[src/rtl/diff_sched.sv]
// Round-robin frame scheduler sharing one diff datapath between two RAM-read requesters.
// Beats reach o_x0_* two cycles after rd_en; a drain gap follows every frame before re-arbitration.
module diff_sched #(
  parameter int SAMPLE_WIDTH = 32,
  parameter int NUM          = 8,
  parameter int CNT_LEN      = 8,
  parameter int GAP          = 12
) (
  input  logic                            clk,
  input  logic                            rst,
  input  logic                            i_req0,
  input  logic                            i_mode0,
  input  logic [CNT_LEN-1:0]              i_len0,
  output logic                            o_gnt0,
  output logic                            o_rd0_en,
  input  logic [NUM*SAMPLE_WIDTH/2-1:0]   i_rd0_data,
  input  logic                            i_req1,
  input  logic                            i_mode1,
  input  logic [CNT_LEN-1:0]              i_len1,
  output logic                            o_gnt1,
  output logic                            o_rd1_en,
  input  logic [NUM*SAMPLE_WIDTH/2-1:0]   i_rd1_data,
  output logic                            o_switch,
  output logic [NUM*SAMPLE_WIDTH/2-1:0]   o_x0_data,
  output logic                            o_x0_valid,
  output logic                            o_x0_last,
  output logic                            o_owner,
  output logic                            o_busy,
  output logic                            o_frame_done
);

  localparam int DRAIN_LEN = GAP + 2;
  localparam int DCW       = $clog2(DRAIN_LEN);

  typedef enum logic [1:0] {IDLE, GRANT, STREAM, DRAIN} state_t;

  state_t             state, state_nxt;
  logic               prio;
  logic [CNT_LEN-1:0] len_q;
  logic [CNT_LEN-1:0] beat_cnt;
  logic [DCW-1:0]     drain_cnt;
  logic               pick;
  logic               rd_en;
  logic               rd_last;
  logic               drain_end;
  logic               p1_valid;
  logic               p1_last;

  // The datapath needs two beats to form a difference.
  function automatic logic [CNT_LEN-1:0] clamp_len(input logic [CNT_LEN-1:0] len);
    return (len < CNT_LEN'(2)) ? CNT_LEN'(2) : len;
  endfunction

  always_comb begin
    pick      = i_req1 & (~i_req0 | prio);
    rd_en     = (state == STREAM);
    rd_last   = rd_en && (beat_cnt == len_q - CNT_LEN'(1));
    drain_end = (state == DRAIN) && (drain_cnt == DCW'(DRAIN_LEN - 1));
    state_nxt = state;
    case (state)
      IDLE:    if (i_req0 || i_req1) state_nxt = GRANT;
      GRANT:   state_nxt = STREAM;
      STREAM:  if (rd_last) state_nxt = DRAIN;
      DRAIN:   if (drain_end) state_nxt = IDLE;
      default: state_nxt = IDLE;
    endcase
  end

  assign o_gnt0       = (state == GRANT) & ~o_owner;
  assign o_gnt1       = (state == GRANT) & o_owner;
  assign o_rd0_en     = rd_en & ~o_owner;
  assign o_rd1_en     = rd_en & o_owner;
  assign o_busy       = (state != IDLE);
  assign o_frame_done = drain_end;

  always_ff @(posedge clk) begin
    if (rst) begin
      state     <= IDLE;
      prio      <= 1'b0;
      o_owner   <= 1'b0;
      o_switch  <= 1'b0;
      len_q     <= '0;
      beat_cnt  <= '0;
      drain_cnt <= '0;
    end else begin
      state <= state_nxt;
      case (state)
        IDLE: begin
          // Grantee, mode and length are fixed here for the whole frame.
          if (i_req0 || i_req1) begin
            o_owner  <= pick;
            o_switch <= pick ? i_mode1 : i_mode0;
            len_q    <= clamp_len(pick ? i_len1 : i_len0);
          end
        end
        GRANT: begin
          prio     <= ~o_owner;
          beat_cnt <= '0;
        end
        STREAM: begin
          drain_cnt <= '0;
          if (!rd_last) beat_cnt <= beat_cnt + CNT_LEN'(1);
        end
        DRAIN: begin
          if (!drain_end) drain_cnt <= drain_cnt + DCW'(1);
        end
        default: ;
      endcase
    end
  end

  // Owner is stable for the whole frame and its drain, so it steers the capture mux.
  always_ff @(posedge clk) begin
    if (rst) begin
      p1_valid   <= 1'b0;
      p1_last    <= 1'b0;
      o_x0_valid <= 1'b0;
      o_x0_last  <= 1'b0;
      o_x0_data  <= '0;
    end else begin
      p1_valid   <= rd_en;
      p1_last    <= rd_last;
      o_x0_valid <= p1_valid;
      o_x0_last  <= p1_last;
      if (p1_valid) o_x0_data <= o_owner ? i_rd1_data : i_rd0_data;
    end
  end

endmodule
[config.mk]
export PLATFORM = sky130hd
export DESIGN_NAME = diff_sched
export DESIGN_NICKNAME = d
export VERILOG_FILES = /design/src/rtl/diff_sched.sv
export SDC_FILE = /design/constraint.sdc
export NUM_CORES = 1
export LEC_CHECK = 0
export CAP_MARGIN = 15
export CELL_PAD_IN_SITES_DETAIL_PLACEMENT = 0
export CELL_PAD_IN_SITES_GLOBAL_PLACEMENT = 2
export CORE_MARGIN = 2
export CORE_UTILIZATION = 23
export CTS_CLUSTER_SIZE = 40
export DETAILED_ROUTE_END_ITERATION = 8
export PLACE_DENSITY_LB_ADDON = 0.1
export SYNTH_ARGS = -nofsm -noshare
export SYNTH_HDL_FRONTEND = slang
export SYNTH_SLANG_ARGS = --single-unit
[constraint.sdc]
create_clock -name clk -period 4.35 [get_ports clk]
set_input_delay 0.87 -clock clk [delete_from_list [all_inputs] [get_ports clk]]
set_output_delay 0.87 -clock clk [all_outputs]
set_load 0.05 [all_outputs]
Word level (Yosys, flattened, before mapping)
Cells that the tools add are included.
{"block": "totals", "reg_bits": 157, "in_bits": 278, "output_inout_bits": 138, "word_cells": 57}
{"block": "op_classes", "add_sub_neg": 3, "order_cmp": 1, "eq_ne": 10, "muxes": 12, "bitwise_logic": 8, "n_reduce_logical": 11}
{"op": "128-bit 2-to-1 mux", "count": 1}
{"op": "8-bit 2-to-1 mux", "count": 3}
{"op": "8-bit case mux with 2 select lines", "count": 1}
{"op": "8-bit by 1-bit adder with 8-bit output (second input constant)", "count": 1}
{"op": "8-bit == test", "count": 1}
{"op": "8-bit by 2-bit < comparator with 1-bit output (second input constant)", "count": 1}
{"op": "2-bit != test (second input constant)", "count": 4}
{"op": "2-bit case mux with 4 select lines", "count": 1}
{"op": "4-bit case mux with 2 select lines", "count": 1}
{"op": "8-bit by 1-bit subtractor with 8-bit output (second input constant)", "count": 1}
{"op": "2-bit 2-to-1 mux", "count": 3}
{"op": "2-bit AND reduction", "count": 3}
{"op": "2-bit nonzero test", "count": 3}
{"op": "1-bit AND", "count": 5}
{"op": "4-bit by 1-bit adder with 4-bit output (second input constant)", "count": 1}
{"op": "2-bit == test (second input constant)", "count": 2}
{"op": "4-bit == test (second input constant)", "count": 1}
{"op": "4-bit 2-to-1 mux", "count": 1}
{"op": "3-bit AND reduction", "count": 1}
{"op": "2-bit by 1-bit == test with 1-bit output (second input constant)", "count": 1}
{"op": "1-bit logical AND", "count": 2}
{"op": "2-bit logical NOT", "count": 1}
{"op": "2-bit by 1-bit != test with 1-bit output (second input constant)", "count": 1}
{"op": "1-bit inverter", "count": 2}
{"op": "other kinds (3)", "count": 3}

Longest topological paths before layout
{"block": "logic_depth", "depth_word": 6, "ltp_mapped": 9, "ltp_nobuf": 9}

Least setup slack after synthesis
No wires, ideal clock.
{"block": "synth_path", "path_type": "flip-flop to flip-flop", "from": "reg len_q[0]", "to": "reg beat_cnt[5]", "arrival_time_ns": 2.521, "path_slack_ns": 1.759, "stages_incl_launch_ff": 10, "synth_period_minus_slack_ns": 2.591, "path_cell_list": "dfxtp_1 -> inv_1 -> ha_1 -> nand2b_1 -> or4b_2 -> nand4_1 -> a311oi_4 -> a21o_2 -> or4_1 -> a21oi_1"}
{"block": "synth_via", "elab_chain_cells": 5}
{"item": "from (decl)", "line": "39", "text": "logic [CNT_LEN-1:0] len_q;"}
{"item": "from (signal assigned)", "line": "93", "text": "len_q <= clamp_len(pick ? i_len1 : i_len0);"}
{"item": "8-bit by 1-bit subtractor with 8-bit output", "line": "57", "text": "rd_last = rd_en && (beat_cnt == len_q - CNT_LEN'(1));"}
{"item": "8-bit == test", "line": "57"}
{"item": "1-bit logical AND", "line": "57"}
{"item": "2-bit != test (no line)"}
{"item": "2-bit AND reduction (no line)"}
{"item": "to (signal assigned)", "line": "102", "text": "if (!rd_last) beat_cnt <= beat_cnt + CNT_LEN'(1);"}
{"item": "to (decl)", "line": "40", "text": "logic [CNT_LEN-1:0] beat_cnt;"}
No other way between the ends.
A chain may end at the register's enable or synchronous reset.

Worst setup path in the final report
{"block": "layout_path", "from": "reg o_owner", "to": "out o_rd0_en"}
{"block": "layout_via", "elab_chain_cells": 2}
{"item": "from (decl)", "line": "27", "text": "output logic o_owner,"}
{"item": "from (signal assigned)", "line": "91", "text": "o_owner <= pick;"}
{"item": "1-bit inverter", "line": "71", "text": "assign o_rd0_en = rd_en & ~o_owner;"}
{"item": "1-bit AND", "line": "71"}
{"item": "to (decl)", "line": "15", "text": "output logic o_rd0_en,"}
No other way between the ends.

==> results by group <==
Yosys
  – Most numerous cell in the Yosys netlist: dfxtp_1
  – Largest family of logic cells by synthesized area: multiplexers
  – Avg Inst Size Synth: approximately 9.4 sq um
  – Yosys cell types: 44
  – Commonest cells in the netlist: dfxtp_1, nor2_1, mux2i_1
  – Most used DFF post-synth: dfxtp_1
  – Seq cells post-synth: 157
  – Post-Synth Adder-Cell Area: 1.39%
  – Syn. warnings: 0
  – Post-synth ARST share: 0%
  – Multiplexer share of the synthesized area: 19.2%
  – Top cell type's share of synthesized area: between 40% and 50%
  – Number of flops mapped to enable cells by yosys: 0
  – Synthesized cell area: ~7200 sq um
  – Post-synthesis compound-gate area fraction: approximately 18%
  – Area share of and/or/nand/nor cells after synthesis: between 10% and 20%
  – Sequential share of the synthesized area: 43.6%
  – Synth Instances: between 700 and 800
  – Yosys top cell by area: dfxtp_1
  – Post-synthesis xor/xnor area fraction: roughly 1.1%
  – Syn_nets: ~1100
  – Top cells by area, synth: dfxtp_1, mux2i_1, a211oi_1, nor2_1, clkbuf_1

Pwr
  – Maximum VDD drop: between 200 and 250 uV
  – Clock network power share: 24.6%
  – Sw frac: around two fifths
  – Sequential Power Share: a little over 30%
  – Pwr dens: ~500 nW/um^2
  – Combinational power share: around 45%
  – Pwr Total: slightly above 6 mW
  – P_sw: between 2 and 3 mW
  – Internal: 3.63 mW
  – Leak pwr: 4.09 nW

STA
  – Slew @ Worst Pin: between 0.8 and 0.9 ns
  – Final setup viols: 0
  – Pins over their slew limit: 0
  – Crit share post-route: roughly three quarters
  – Setup_tns: 0 ns
  – Clock Skew: 0.0147 ns
  – Post-route minimum period: 3.31 ns
  – Hold slack: approximately 0.45 ns
  – Worst setup margin: approximately 1.0 ns
  – Max Freq: about 300 MHz
  – RSZ-0062 raised after global routing: false
  – Final Hold Fails: 0
  – Relative slew slack: 41.2%

Placed design
  – Gpl congestion: between 0.7 and 0.8
  – Post-Place Cells: ~1500
  – Dpl cell area: between 10000 and 15000 sq um
  – Place WS: between 1 and 1.5 ns
  – Post-DP HPWL: roughly 21000 microns
  – IO Port Bufs: between 400 and 500

GRT
  – Largest net degree at the start of global routing: about 160
  – Initial antenna violation count: 2
  – First-pass GRT wire length: 42100 microns
  – Vias in the first global route: about 6900
  – Gr usage total: 16.8%
  – Total gr overflow: 0

Floorplan
  – Floorplan row count: 64
  – Ports: between 400 and 500
  – Die extent in y: 181 microns
  – Chip Width: about 180 microns
  – Initial Utilization: between 20% and 30%
  – Core Region: around 30000 sq um
  – Total Die Area: roughly 33000 sq um

Worst setup path
  – CP Launch Type: flip-flop
  – Critical path peak fanout: 30
  – Worst R2R Setup Slack: between 1.5 and 2 ns
  – Arr. time, crit path: roughly 2.4 ns
  – FF-to-FF path depth: 9
  – Reg-to-reg endpoint: state[0]
  – R2R Path Start: len_q[0]
  – Crit path kind: reg2out
  – Worst Setup End Kind: output pin
  – Worst Path Required: roughly 3.5 ns

Clock network
  – Clock Latency Late Sink: 0.43 ns
  – Clock sink total: about 160
  – # hold bufs at CTS: 0
  – CTS buffer count: 17
  – Clock buffer depth: 2
  – Post-CTS Setup Bufs: 0
  – Root Buffer: clkbuf_16
  – CTS tree: built
  – Clk pin slew, worst setup/hold paths: approximately 0.060 ns
  – H-tree depth: 4
  – PostCTS Resize Cnt: 0

Layout
  – Layout cells sized above 1: under 10%
  – Utilization after layout: between 30% and 40%
  – Area Overhead vs Synth: 70.0%
  – Fin nets: 1430
  – Post-route insts no fill: 1553
  – Final instance area: 12300 sq um

Route
  – Routed wire per std cell: roughly 18 microns
  – Final wirelength: 27900 microns
  – First DRT Iteration DRCs: about 210
  – Post-route DRC: 0
  – DR pass1 iterations: 5
  – Routed Antenna Nets: 0
  – Vias: 6954
  – DR vias/cell: 4.48

Worst hold path
  – Min-Delay Endpoint: o_x0_last
  – Hold Path Depth: 1
  – Hold Crit Class: reg2reg
  – HP Start: p1_last

Run
  – Max-cap check violation count: 0

Outcome
  – Status: finished, final reports clean
-- critical path, stage by stage, from the launching register on --
cell	delay, ns
dfxtp_4	0.64
buf_4	0.53
nor2_1	0.11
clkdlybuf4s50_1	0.73
-- placed cells by master, fill, tap and decap left out, types with 3 or more instances in the layout --
| cell | netlist | routed |
|---|---|---|
| a211oi_1 | 135 | 135 |
| a21oi_1 | 10 | 10 |
| and2_1 | 3 | 3 |
| buf_4 | 0 | 8 |
| clkbuf_16 | 0 | 17 |
| clkdlybuf4s50_1 | 0 | 414 |
| dfxtp_1 | 157 | 155 |
| ha_1 | 8 | 8 |
| inv_1 | 10 | 10 |
| inv_6 | 0 | 4 |
| mux2i_1 | 137 | 137 |
| nand2_1 | 11 | 11 |
| nand2b_1 | 6 | 6 |
| nand3_1 | 7 | 7 |
| nand4_1 | 4 | 4 |
| nor2_1 | 155 | 155 |
| nor2b_1 | 4 | 4 |
| nor3_1 | 5 | 5 |
| o211ai_1 | 4 | 4 |
| o21ai_0 | 5 | 4 |
| o31a_1 | 3 | 3 |
| or3_1 | 3 | 3 |
| or4_1 | 4 | 4 |
| xnor2_1 | 5 | 5 |
| xor2_1 | 4 | 4 |
-- final cells by class --
cell class	instances	area, sq um
clock inverters	12	133
well taps	396	495
clock buffers	19	433
repair buffers	423	4220
fillers	3102	18500
flip-flops and latches	157	3150
inverters	10	37.5
multi-input cells	535	3780
diodes	1	2.50
-- registers in the layout, indices dropped and copies added (netlist names) --
register	flops
o_x0_data	128
beat_cnt	8
len_q	8
drain_cnt	4
state	2
o_owner	1
o_switch	1
o_x0_last	1
o_x0_valid	1
p1_last	1
p1_valid	1
prio	1
-- routing by layer --
layer  track usage, %  vias up  part of all wire (%)
li1                 -     3541                     -
met5                0        -                 0.047
met1             18.5     3139                    40
met3             7.28       13                   9.8
met4             3.61        2                  0.73
met2             29.8      259                    50
-- how the worst max path moves through the flow --
| stage | slack (ns) | start | cells past startpoint | endpoint |
|---|---|---|---|---|
| after floorplan | 1.76 | len_q[0] | 9 | beat_cnt[5] |
| after global placement | 1.43 | o_owner | 3 | o_rd0_en |
| after detailed placement | 1.43 | o_owner | 3 | o_rd0_en |
| after CTS | 0.96 | o_owner | 3 | o_rd0_en |
| after global routing | 0.88 | state[0] | 5 | o_rd0_en |
| final | 1.04 | o_owner | 3 | o_rd0_en |
-- logic make-up after synthesis --
kind of cell,after synthesis
AO/OA/AOI/OAI,170
AND/OR/NAND/NOR,210
multiplexers,138
adder cells (fa/ha/maj),8
flip-flops,157
buffers and inverters,76
XOR/XNOR,9
-- power by group through the flow --
stage	sequential, mW	clock, mW	combinational (mW)
CTS	1.90	1.57	2.77
floorplan	2.69	0	0.998
finish	1.90	1.51	2.73
detailed placement	1.93	0	2.76
global route	1.94	1.63	2.92
global placement	1.93	0	2.77
(Power assumes the default switching activity.)
